**config.mk**
```make
export PLATFORM = sky130hd
export DESIGN_NAME = sw_debounce
export DESIGN_NICKNAME = d
export VERILOG_FILES = /design/src/rtl/sw_debounce_pkg.sv /design/src/rtl/sync_2ff.sv /design/src/rtl/sw_debounce.sv
export SDC_FILE = /design/constraint.sdc
export NUM_CORES = 1
export LEC_CHECK = 0
export CAP_MARGIN = 40
export CORE_MARGIN = 1.5
export CORE_UTILIZATION = 52
export CTS_CLUSTER_SIZE = 20
export DETAILED_ROUTE_END_ITERATION = 7
export HOLD_SLACK_MARGIN = 0.1
export PLACE_DENSITY = 0.73
export SYNTH_ARGS = -nofsm -noshare
export SYNTH_HDL_FRONTEND = slang
export SYNTH_SLANG_ARGS = --single-unit
```
**constraint.sdc**
```tcl
create_clock -name clk -period 1.85 [get_ports clk]
set_input_delay 0.185 -clock clk [delete_from_list [all_inputs] [get_ports clk]]
set_output_delay 0.185 -clock clk [all_outputs]
set_load 0.01 [all_outputs]
```
**src/rtl/sw_debounce_pkg.sv**
```systemverilog
// Shared types and constants for the switch debouncer.
// Optional build macro (used in sw_debounce): SW_DEBOUNCE_SYNC_EN.
package sw_debounce_pkg;

  localparam int DEB_CNT_DEFAULT = 100000;

  typedef enum logic [1:0] {
    LOW_STABLE  = 2'd0,
    WAIT_HIGH   = 2'd1,
    HIGH_STABLE = 2'd2,
    WAIT_LOW    = 2'd3
  } deb_state_t;

  // Counter width for DEB_CNT; never below one bit.
  function automatic int cnt_width(input int deb_cnt);
    return (deb_cnt > 2) ? $clog2(deb_cnt) : 1;
  endfunction

  // Debounced level implied by a state.
  function automatic logic level_of(input deb_state_t st);
    return (st == HIGH_STABLE) || (st == WAIT_LOW);
  endfunction

endpackage

```
**src/rtl/sync_2ff.sv**
```systemverilog
// Two-flop synchronizer for the raw switch level; both flops clear on reset.
// Instantiated by sw_debounce only when SW_DEBOUNCE_SYNC_EN is defined.
module sync_2ff (
  input  logic clk,
  input  logic reset,
  input  logic d,
  output logic q
);

  logic meta;

  always_ff @(posedge clk) begin
    if (reset) begin
      meta <= 1'b0;
      q    <= 1'b0;
    end else begin
      meta <= d;
      q    <= meta;
    end
  end

endmodule

```
**src/rtl/sw_debounce.sv**
```systemverilog
// Switch debouncer: Moore FSM qualifies DEB_CNT+1 consecutive equal samples.
// Build macro SW_DEBOUNCE_SYNC_EN inserts a 2-flop synchronizer on sw_in.
//
// state       | meaning
// LOW_STABLE  | debounced level 0, input agrees
// WAIT_HIGH   | level 0, counting consecutive high samples
// HIGH_STABLE | debounced level 1, input agrees
// WAIT_LOW    | level 1, counting consecutive low samples
module sw_debounce
  import sw_debounce_pkg::*;
#(
  parameter int DEB_CNT = DEB_CNT_DEFAULT
) (
  input  logic clk,
  input  logic reset,
  input  logic sw_in,
  output logic sw_out,
  output logic sw_rise
);

  localparam int             CW       = cnt_width(DEB_CNT);
  localparam logic [CW-1:0]  CNT_LAST = CW'(DEB_CNT - 1);

  logic          s;
  deb_state_t    state, state_nxt;
  logic [CW-1:0] cnt, cnt_nxt;
  logic          rise_nxt;

`ifdef SW_DEBOUNCE_SYNC_EN
  sync_2ff u_sync (
    .clk   (clk),
    .reset (reset),
    .d     (sw_in),
    .q     (s)
  );
`else
  assign s = sw_in;
`endif

  always_ff @(posedge clk) begin
    if (reset) begin
      state   <= LOW_STABLE;
      cnt     <= '0;
      sw_rise <= 1'b0;
    end else begin
      state   <= state_nxt;
      cnt     <= cnt_nxt;
      sw_rise <= rise_nxt;
    end
  end

  always_comb begin
    state_nxt = state;
    cnt_nxt   = cnt;
    unique case (state)
      LOW_STABLE: begin
        if (s) begin
          state_nxt = WAIT_HIGH;
          cnt_nxt   = '0;
        end
      end
      WAIT_HIGH: begin
        if (!s) begin
          state_nxt = LOW_STABLE;
          cnt_nxt   = '0;
        end else if (cnt == CNT_LAST) begin
          state_nxt = HIGH_STABLE;
          cnt_nxt   = '0;
        end else begin
          cnt_nxt = cnt + CW'(1);
        end
      end
      HIGH_STABLE: begin
        if (!s) begin
          state_nxt = WAIT_LOW;
          cnt_nxt   = '0;
        end
      end
      WAIT_LOW: begin
        if (s) begin
          state_nxt = HIGH_STABLE;
          cnt_nxt   = '0;
        end else if (cnt == CNT_LAST) begin
          state_nxt = LOW_STABLE;
          cnt_nxt   = '0;
        end else begin
          cnt_nxt = cnt + CW'(1);
        end
      end
      default: begin
        state_nxt = LOW_STABLE;
        cnt_nxt   = '0;
      end
    endcase
  end

  // The pulse register loads on the same edge that enters HIGH_STABLE, so it
  // lines up with the first cycle of sw_out=1.
  assign rise_nxt = (state == WAIT_HIGH) && (state_nxt == HIGH_STABLE);
  assign sw_out   = level_of(state);

endmodule

```
After elaboration in Yosys (flattened, before gate mapping)
Index checks and enable logic that the tools add are counted.
{ "word_totals": {"out_inout_bits": 2, "reg_bits": 20} }
{ "op_classes": {"n_mux": 13, "eq_ne": 7, "addsub": 1, "n_reduce_logical": 4} }
{ "op_table": {"columns": ["cell", "n"], "rows": [
  ["17-bit 2-to-1 mux", 5],
  ["17-bit case mux with 4 select lines", 1],
  ["17-bit by 1-bit adder with 17-bit output, second input constant", 1],
  ["17-bit equality test, second input constant", 1],
  ["2-bit 2-to-1 mux", 6],
  ["2-bit case mux with 4 select lines", 1],
  ["2-bit equality test, second input constant", 3],
  ["2-bit inequality test, second input constant", 2],
  ["2-bit by 1-bit equality test with 1-bit output, second input constant", 1],
  ["2-bit zero test", 1],
  ["2-bit AND reduction", 1],
  ["1-bit logical AND", 1],
  ["1-bit logical OR", 1]
]} }

Longest topological paths before layout
{ "logic_depth": {"ltp_word": 6, "depth_mapped": 7} }

Worst setup path before layout
Ideal clock, no wire load.
{ "synth_timing": {"path_kind": "register to register", "from": "register cnt[0]", "to": "register cnt[10]", "n_path_buf": 2, "stages_incl_launch_ff": 8, "t_arrival_ps": 1620, "setup_slack_ps": 94, "synth_period_minus_slack_ps": 1756, "required_ps": 1714, "path_cell_list": "dfxtp_1 -> ha_1 -> and3_1 -> buf_2 -> nand4_1 -> o211ai_1 -> buf_2 -> a22oi_1"} }
{ "synth_via": {"elab_chain_len": 4, "word_cells_on_any_way": 6, "cone_classes": "add/sub: 1; eq/ne: 1; mux: 4"} }
{ "synth_lines": {"columns": ["item", "line_no", "source"], "rows": [
  ["start: declaration", "sw_debounce.sv:26", "logic [CW-1:0] cnt, cnt_nxt;"],
  ["start signal: assignment", "sw_debounce.sv:47", "cnt <= cnt_nxt;"],
  ["17-bit by 1-bit adder with 17-bit output or 17-bit equality test (tied branches)", null, null],
  ["17-bit 2-to-1 mux (*)", "sw_debounce.sv:66, sw_debounce.sv:83", null],
  ["17-bit 2-to-1 mux (on tied branches)", "sw_debounce.sv:80, sw_debounce.sv:63", null],
  ["17-bit case mux with 4 select lines (*)", "sw_debounce.sv:55", "unique case (state)"]
]} }
Every way passes the cells marked *; elsewhere a longest branch is shown, timed or not.
A chain may end at the register's enable or synchronous reset.

Final worst setup path
{ "layout_timing": {"from": "register cnt[1]", "to": "register cnt[16]"} }
The elaborated chain is that of the path after synthesis.

==> impl_metrics.py <==
metrics = {
    "status": {
        "outcome": "finished, final reports clean",
    },
    "timing": {
        "hold_viol": 0,
        "fmax_mhz": 580,
        "finClkSkew_ns": 0.00172,
        "finalCriticalPeriod_ns": 1.73,
        "setup_ws_ns": 0.125,
        "setup_viol_count_final": 0,
        "fin_tns_setup_ns": 0,
        "slew-limit-headroom_pct": 68.4,
        "hold_slack_ns": 0.489,
        "post-route-period-util_pct": 93.3,
        "tightest_slew_ns": 0.473,
        "maxSlewViolCount": 0,
    },
    "floorplan": {
        "die_width_um": 48.1,
        "die_area_um2": 2320,
        "fp.coreArea_um2": 1940,
        "start_util_pct": 54.6,
        "fp-row-count": 16,
        "ios": 5,
        "dieHeight_um": 48.1,
    },
    "cells_and_area": {
        "final_nets": 141,
        "fin_util_pct": 64.2,
        "syn_to_final_growth_pct": 17.7,
        "n_antenna_cell": 0,
        "finalInstanceArea_um2": 1250,
        "drive_gt1_share_pct": 17.8,
    },
    "hold_path": {
        "worstHoldPathType": "reg -> reg",
        "hold-path-endpoint": "cnt[0]",
        "hold_start": "cnt[0]",
        "min_path_cells": 2,
    },
    "yosys": {
        "synth-seq-area-share_pct": 37.8,
        "syn-cell-area_um2": 1060,
        "syn_nets": 125,
        "synth_seq_cells": 20,
        "avgSynthCellArea_um2": 8.76,
        "yosys.area.top_type_share_pct": 37.8,
        "synthTopCellsByArea": "dfxtp_1 (38%), o211ai_1 (5.0%), xor2_1 (5.0%), a21oi_1 (4.7%), o21ai_0 (3.8%)",
        "synth_top_cell_by_area": "dfxtp_1",
        "synth_edf_count": 0,
        "yosys.cell_types.count": 37,
        "async_flop_share_pct": 0,
        "synthCells": 121,
        "synthFlopType": "dfxtp_1",
        "synth_warnings": 0,
    },
    "worst_setup_path": {
        "r2r-end": "cnt[16]",
        "critPathArrivalTime_ns": 1.96,
        "regToRegSetupSlack_ns": 0.12,
        "r2r_cells": 6,
        "worstReg2RegStart": "cnt[1]",
        "path_max_fanout": 5,
        "cp.required_ns": 2.09,
        "end_kind": "flop",
        "critPathKind": "reg -> reg",
        "start_kind": "flop",
    },
    "detailed_routing": {
        "drt-total-wl_um": 2310,
        "ant_nets": 0,
        "viasPerCell": 6.08,
        "drt_iter0_drc": 35,
        "dr.pass1.iters": 4,
        "num_vias": 985,
        "wire_per_inst_um": 14.3,
        "route.detailed.drc": 0,
    },
    "grt": {
        "antenna_found_initial": 0,
        "grt_pass1_vias": 818,
        "grt_usage_pct": 23.0,
        "grt_max_degree": 13,
        "gr-total-overflow": 0,
        "grt_pass1_wl_um": 3730,
    },
    "clock_tree": {
        "cts_buffer_depth": 2,
        "htreeDepth": 1,
        "cts.sink_count": 20,
        "clk_latency_ns": 0.30,
        "cts_hold_buf": 0,
        "cts_buffers": 3,
        "clk_root_buffer_cell": "clkbuf_4",
        "clkTransAtPathRegs_ns": 0.11,
        "cts_tree": "built",
    },
    "placement": {
        "io_buffers": 4,
        "hpwl_um": 1750,
        "routabilityCongestion": 0.859,
        "place_area_um2": 1200,
        "place_ws_ns": -0.00616,
    },
    "power": {
        "p_per_area_nw_per_um2": 559,
        "max-vdd-ir-drop_v": 0.000456,
        "p_leak_nw": 0.407,
    },
    "run": {
        "maxCapViolations": 0,
    },
}
[per-layer routing]
layer | vias to the layer above | global-route usage [%] | wire length (µm)
li1 | 489 | - | -
met1 | 467 | 34.5 | 1110
met2 | 25 | 32.6 | 1070
met3 | 4 | 4.44 | 94
met4 | 0 | 8.11 | 40
met5 | - | 0 | 0
[kinds of logic after synthesis]
family / share of synthesized area (%)
and+or+nand+nor: 23.6
AOI/OAI and AO/OA: 25.7
DFF: 37.8
buffers and inverters: 4.37
xor gates and xnor gates: 7.32
adders and majority gates: 1.18
[synth_stat cells, drive strengths merged (2+ instances only)]
| master | count |
|---|---|
| a21oi | 10 |
| nand3 | 4 |
| xor2 | 7 |
| nand4 | 2 |
| o21ai | 8 |
| and4 | 4 |
| or4 | 2 |
| dfxtp | 20 |
| nand2 | 9 |
| inv | 4 |
| a22oi | 5 |
| o31ai | 2 |
| nor3 | 3 |
| o2111ai | 2 |
| buf | 4 |
| nand3b | 3 |
| o211ai | 8 |
| nor2 | 6 |
| or3 | 4 |
| a32oi | 2 |
| and3 | 2 |
[sequential cells by signal, summed over array words and instances (netlist names)]
signal	count
state	2
sw_rise	1
cnt	17
[worst max-delay path by stage]
stage	from	end	cells past startpoint
after floorplan	cnt[0]	cnt[10]	7
after global placement	sw_in	cnt[16]	5
after detailed placement	sw_in	cnt[15]	6
after CTS	cnt[0]	cnt[16]	6
after global routing	cnt[1]	cnt[11]	6
final	cnt[1]	cnt[16]	6
[layout make-up]
type | instances | area [µm²]
clock buffers | 3 | 22.5
fillers | 183 | 694
inverters | 4 | 15.0
multi-input cells | 91 | 624
flip-flops and latches | 20 | 402
well taps | 27 | 33.8
repair buffers | 17 | 150
[what timing repair did]
action | CTS | global route
endpoints found under the setup margin | 0 | 12
buffers inserted | 0 | 1
resized for setup | 0 | 3
[worst max-delay path, stage by stage, from the launching register on]
cell and delay [ns]:
dfxtp_1 0.39, ha_1 0.20, and3_4 0.21, buf_4 0.13
o211ai_4 0.10, or4_4 0.50, a22oi_2 0.15
[stage by stage]
step	cells	total power, mW
after floorplan	121	0.470
after global placement	158	0.498
after detailed placement	158	0.498
after CTS	161	0.701
after global routing	162	0.722
final	162	0.697
[power by group]
group,leakage [nW],internal [mW],switching [mW]
Clock,0.0138,0.0759,0.131
Sequential,0.162,0.433,0.00560
Combinational,0.232,0.0234,0.0280
Total,0.407,0.532,0.165
[layout by cell type (no fill, tap or decap), types with 2 or more instances in the layout]
cell	instances
nor2_1	6
buf_4	12
clkbuf_4	3
o31ai_1	2
a22oi_1	4
o2111ai_1	2
o211ai_1	7
nand4_1	2
inv_1	4
and4_1	4
a21oi_1	10
nand2_1	9
a32oi_1	2
or3_1	3
nand3b_1	3
o21ai_0	8
nand3_1	4
xor2_1	6
nor3_1	3
clkdlybuf4s50_1	4
dfxtp_1	19
No activity file was read; power rests on OpenSTA's default activity.
